File: config.mk
export PLATFORM = sky130hd
export DESIGN_NAME = regfile_access_sequencer
export DESIGN_NICKNAME = d
export VERILOG_FILES = /design/src/rtl/regfile_access_sequencer.sv
export SDC_FILE = /design/constraint.sdc
export NUM_CORES = 1
export LEC_CHECK = 0
export CAP_MARGIN = 10
export CORE_ASPECT_RATIO = 1.5
export CORE_MARGIN = 2
export CORE_UTILIZATION = 46
export CTS_CLUSTER_DIAMETER = 150
export DETAILED_ROUTE_END_ITERATION = 8
export DONT_BUFFER_PORTS = 1
export PLACE_DENSITY = 0.57
export RECOVER_POWER = 100
export REMOVE_ABC_BUFFERS = 1
export SLEW_MARGIN = 20
export SYNTH_ARGS = -nofsm -noshare
export SYNTH_HDL_FRONTEND = slang
export SYNTH_SLANG_ARGS = --single-unit
export TNS_END_PERCENT = 1
File: constraint.sdc
create_clock -name clock -period 3 [get_ports clock]
set_input_delay 0.15 -clock clock [delete_from_list [all_inputs] [get_ports clock]]
set_output_delay 0.15 -clock clock [all_outputs]
set_load 0.1 [all_outputs]
File: src/rtl/regfile_access_sequencer.sv
// Purpose : arbitrates the single-port 8x16 register file between operand fetch and writeback.
// Latency : write ack 1 cycle after accept; operands valid 4 (two-op) / 3 (one-op) cycles after accept.
// Backpress: fetch_ready low while busy or while a write is pending; wb_req held until wb_ack.
module regfile_access_sequencer #(
  parameter int DATA_WIDTH = 16,
  parameter int ADDR_WIDTH = 3
) (
  input  logic                  clock,
  input  logic                  reset,
  input  logic                  fetch_req,
  input  logic [ADDR_WIDTH-1:0] fetch_ra,
  input  logic [ADDR_WIDTH-1:0] fetch_rb,
  input  logic                  fetch_nb,
  output logic                  fetch_ready,
  output logic                  operand_valid,
  output logic [DATA_WIDTH-1:0] operand_a,
  output logic [DATA_WIDTH-1:0] operand_b,
  input  logic                  wb_req,
  input  logic [ADDR_WIDTH-1:0] wb_addr,
  input  logic [DATA_WIDTH-1:0] wb_value,
  output logic                  wb_ack,
  output logic [ADDR_WIDTH-1:0] rf_address,
  output logic                  rf_readflag,
  output logic [DATA_WIDTH-1:0] rf_value,
  input  logic [DATA_WIDTH-1:0] rf_readout
);

  typedef enum logic [2:0] {
    S_IDLE  = 3'd0,
    S_WR    = 3'd1,
    S_RD_A  = 3'd2,
    S_RD_B  = 3'd3,
    S_CAP_A = 3'd4,
    S_CAP_B = 3'd5
  } state_t;

  state_t                r_state;
  state_t                w_state_nxt;

  logic [ADDR_WIDTH-1:0] r_wb_addr;
  logic [DATA_WIDTH-1:0] r_wb_value;
  logic [ADDR_WIDTH-1:0] r_ra;
  logic [ADDR_WIDTH-1:0] r_rb;
  logic                  r_nb;

  logic                  r_operand_valid;
  logic [DATA_WIDTH-1:0] r_operand_a;
  logic [DATA_WIDTH-1:0] r_operand_b;

  logic                  w_fetch_ready;
  logic                  w_wb_ack;
  logic [ADDR_WIDTH-1:0] w_rf_address;
  logic                  w_rf_readflag;
  logic [DATA_WIDTH-1:0] w_rf_value;

  // State register; reset abandons any in-flight write or fetch.
  always_ff @(posedge clock) begin
    if (reset) r_state <= S_IDLE;
    else       r_state <= w_state_nxt;
  end

  // Request fields are sampled only at acceptance in IDLE; later input changes are ignored.
  always_ff @(posedge clock) begin
    if (reset) begin
      r_wb_addr  <= '0;
      r_wb_value <= '0;
      r_ra       <= '0;
      r_rb       <= '0;
      r_nb       <= 1'b0;
    end else if (r_state == S_IDLE) begin
      if (wb_req) begin
        r_wb_addr  <= wb_addr;
        r_wb_value <= wb_value;
      end else if (fetch_req) begin
        r_ra <= fetch_ra;
        r_rb <= fetch_rb;
        r_nb <= fetch_nb;
      end
    end
  end

  // Operand capture: readout lags the issued read address by one cycle.
  always_ff @(posedge clock) begin
    if (reset) begin
      r_operand_valid <= 1'b0;
      r_operand_a     <= '0;
      r_operand_b     <= '0;
    end else begin
      r_operand_valid <= 1'b0;
      case (r_state)
        S_RD_B: begin
          r_operand_a <= rf_readout;
        end
        S_CAP_A: begin
          r_operand_a     <= rf_readout;
          r_operand_b     <= '0;
          r_operand_valid <= 1'b1;
        end
        S_CAP_B: begin
          r_operand_b     <= rf_readout;
          r_operand_valid <= 1'b1;
        end
        default: ;
      endcase
    end
  end

  // Next state and register-file port drive; reset forces a read so no write can slip through.
  always_comb begin
    w_state_nxt   = r_state;
    w_fetch_ready = 1'b0;
    w_wb_ack      = 1'b0;
    w_rf_address  = '0;
    w_rf_readflag = 1'b1;
    w_rf_value    = '0;
    case (r_state)
      S_IDLE: begin
        w_fetch_ready = !wb_req;
        if (wb_req)         w_state_nxt = S_WR;
        else if (fetch_req) w_state_nxt = S_RD_A;
      end
      S_WR: begin
        w_rf_readflag = 1'b0;
        w_rf_address  = r_wb_addr;
        w_rf_value    = r_wb_value;
        w_wb_ack      = 1'b1;
        w_state_nxt   = S_IDLE;
      end
      S_RD_A: begin
        w_rf_address = r_ra;
        w_state_nxt  = r_nb ? S_CAP_A : S_RD_B;
      end
      S_RD_B: begin
        w_rf_address = r_rb;
        w_state_nxt  = S_CAP_B;
      end
      S_CAP_A: w_state_nxt = S_IDLE;
      S_CAP_B: w_state_nxt = S_IDLE;
      default: w_state_nxt = S_IDLE;
    endcase
    if (reset) begin
      w_fetch_ready = 1'b0;
      w_wb_ack      = 1'b0;
      w_rf_address  = '0;
      w_rf_readflag = 1'b1;
      w_rf_value    = '0;
    end
  end

  assign fetch_ready   = w_fetch_ready;
  assign wb_ack        = w_wb_ack;
  assign rf_address    = w_rf_address;
  assign rf_readflag   = w_rf_readflag;
  assign rf_value      = w_rf_value;
  assign operand_valid = r_operand_valid;
  assign operand_a     = r_operand_a;
  assign operand_b     = r_operand_b;

endmodule
==> results.cfg <==
[clock_network]
clk_path_buf_depth = 2
ctsHtreeMaxLevel = 3
cts_hold_buf = 45
cts_root_buf = clkbuf_8
clk_latency_ns = 0.34
postCtsSetupRepairBufs = 0
cts_resized = 0
cts_tree = done
clk_pin_slew_worst_paths_ns = 0.06
clkSinkCount = 62
cts_buffers = 9

[synth]
ys_ff_latch = 62
synth_top_family_by_area = simple AND/OR/NAND/NOR gates
synth_compound_area_frac = 0.08775
syn_area_per_cell_um2 = 8.774
synth_area_leaders = dfxtp_1 (45%), nand2b_1 (11%), mux2i_1 (8.4%)
synth_top_area_share = 0.4534
synth_xor_area_frac = 0
yosysWarnings = 0
yosysTopAreaCell = dfxtp_1
yosysSeqAreaShare = 0.4534
synth_cell_types = 29
muxShareOfSynthArea = 0.09644
synth_area_mm2 = 0.002738
synthAdderAreaFrac = 0
syn_inst = 312
synth-simple-area-share = 0.3030

[worst_setup_path]
arrival_ns = 2.42
cp_num_cells = 5
rr_worst_depth = 4
startpoint = r_state[0]
r2r-end = r_rb[0]
path_max_fanout = 13
r2r_slack_ns = 0.66
endpoint = rf_value[15]
critPathSlowestCell = dfxtp_1
path_buf_inv = 3
critical-path-top-delay-family = buffers and inverters
critical_path.endpoint_type = primary output
cp_cell_sequence = inv_1 > nor4_4 > clkbuf_1 > and2_0 > buf_12
r2r_start = r_state[0]
start_kind = register
cp_slowest_stage_delay_ns = 0.51
required_ns = 2.85
worstSetupPathType = reg -> out

[global_route]
gr-total-overflow = 0
grt_pass1_wl_mm = 10.65
antenna_found_initial = 0
grt_pass1_vias = 2190
grt_max_degree = 73
grt_use_total = 0.2154

[sta]
fin_worst_skew_ns = 0.007098
hold_viol_final = 0
timing.fmax_mhz = 389.6
hold_slack_ns = 0.01933
slew_viol_final = 20
period_minus_slack_ns = 2.567
final.setup.tns_ns = 0
min_period_over_period = 0.8556
grt_setup_unrepaired = no
relSlewSlack = -0.09979
setup_violations = 0
tightest_slew_ns = 1.645

[floorplan]
std_cell_rows = 34
dieArea_mm2 = 0.006597
coreArea_mm2 = 0.005786
start_util = 0.4732
die_w_um = 66.99
ioPinCount = 101
die_h_um = 98.48

[layout]
n_fill_cell = 506
fin_nets = 416
layout_common_cells = dfxtp_1 (62), nand2_1 (58), nand2b_1 (47)
syn_to_final_growth_pct = 35.65
final_area_mm2 = 0.003714
drive_gt1_frac = 0.1206
antennaDiodeCount = 0
layout_commonest_cell = dfxtp_1

[place]
place_area_mm2 = 0.003128
portBuffers = 0
gp_congestion = 0.7268
place_hpwl_mm = 4.082

[power]
p_comb_frac = 0.143
sw_frac_of_total = 0.2739
p_int_mw = 1.325
leakagePower_nw = 1.427
ir_worst_vdd_uv = 340.3
p_seq_frac = 0.502
p_switching_mw = 0.4997
clkPwrFrac = 0.355
p_per_area_mw_per_mm2 = 491.3

[route]
antenna_left = 0
vias_per_cell = 5.049
drcViolationCount = 0
wire_per_inst_um = 14.98
drt_iter0_drc = 96
wl_mm = 6.668
firstDrtPassIters = 4
vias = 2247

[run_status]
violations = capacitance limit, slew limit
status = finished, violations left

[worst_hold_path]
hp-class = in -> reg

[flow_run]
cap_violations = 1
-- synth_stat cells, drive strengths merged --
| cell | instances |
|---|---|
| a21oi | 40 |
| a2bb2oi | 1 |
| a311oi | 1 |
| and2 | 16 |
| buf | 15 |
| clkbuf | 11 |
| dfxtp | 62 |
| inv | 3 |
| mux2 | 3 |
| mux2i | 23 |
| nand2 | 58 |
| nand2b | 47 |
| nand3 | 16 |
| nand3b | 3 |
| nor2 | 2 |
| nor2b | 1 |
| nor3 | 2 |
| nor3b | 2 |
| nor4 | 1 |
| nor4b | 1 |
| o21ai | 1 |
| or2 | 1 |
| or3 | 1 |
| or4b | 1 |
-- state kept, by name, indices dropped and copies added, names as in the netlist --
signal,cells
r_ra,3
r_rb,3
operand_valid,1
operand_a,16
operand_b,16
r_state,3
r_wb_value,16
r_wb_addr,3
r_nb,1
-- kinds of logic after synthesis --
| family | Yosys count |
|---|---|
| and+or+nand+nor | 152 |
| DFF | 62 |
| AOI/OAI and AO/OA | 43 |
| buffers and inverters | 29 |
| muxes | 26 |
-- how the worst min path moves through the flow --
stage	depth (start not counted)	from	slack, ns	endpoint
2_1_floorplan	1	reset	0.22	operand_b[0]
3_3_place_gp	1	reset	0.23	operand_b[2]
3_5_place_dp	1	reset	0.23	r_wb_value[15]
4_1_cts	2	reset	0.007	r_nb
5_1_grt	2	reset	0.01	r_nb
6_report	2	reset	0.02	r_nb
-- worst register-to-register path, stage by stage, from the launching register on --
cell and delay [ns]:
dfxtp_1 0.40, clkbuf_1 0.47, or3_1 0.52, nor3b_2 0.63, mux2i_1 0.25
-- final cells by class --
cell class | count | area [um^2] | share of cell area
well taps | 72 | 90.09 | 0.02426
clock buffers | 13 | 168.9 | 0.04549
clock inverters | 1 | 5.005 | 0.001348
inverters | 3 | 11.26 | 0.003032
repair buffers | 73 | 867.1 | 0.2335
flip-flops and latches | 62 | 1241 | 0.3342
multi-input cells | 221 | 1330 | 0.3582
-- power groups by stage --
stage               Combinational (mW)  Clock [mW]  Sequential [mW]
floorplan                        0.139           0            0.938
global placement                 0.197           0            0.933
detailed placement               0.201           0            0.934
CTS                              0.268       0.675            0.916
global route                     0.282       0.707            0.919
finish                           0.261       0.648            0.915
-- per-layer routing --
| metal | track usage | vias up | part of all wire |
|---|---|---|---|
| met5 | 0 | - | 0 |
| met1 | 0.2511 | 1025 | 0.41 |
| met4 | 0.1052 | 0 | 0.019 |
| met3 | 0.04795 | 11 | 0.054 |
| li1 | - | 1136 | - |
| met2 | 0.3646 | 75 | 0.52 |
-- stage by stage --
| stage | utilization | power, mW | setup WS, ns | cells |
|---|---|---|---|---|
| 2_1_floorplan | - | 1.077 | -0.4434 | 286 |
| 3_3_place_gp | 0.5407 | 1.131 | 1.013 | 386 |
| 3_5_place_dp | 0.5407 | 1.135 | 0.9717 | 386 |
| 4_1_cts | 0.6516 | 1.858 | 0.6045 | 445 |
| 5_1_grt | 0.6419 | 1.907 | 0.2533 | 445 |
| 6_report | 0.6419 | 1.824 | 0.4333 | 445 |
No activity file was read; power rests on OpenSTA's default activity.
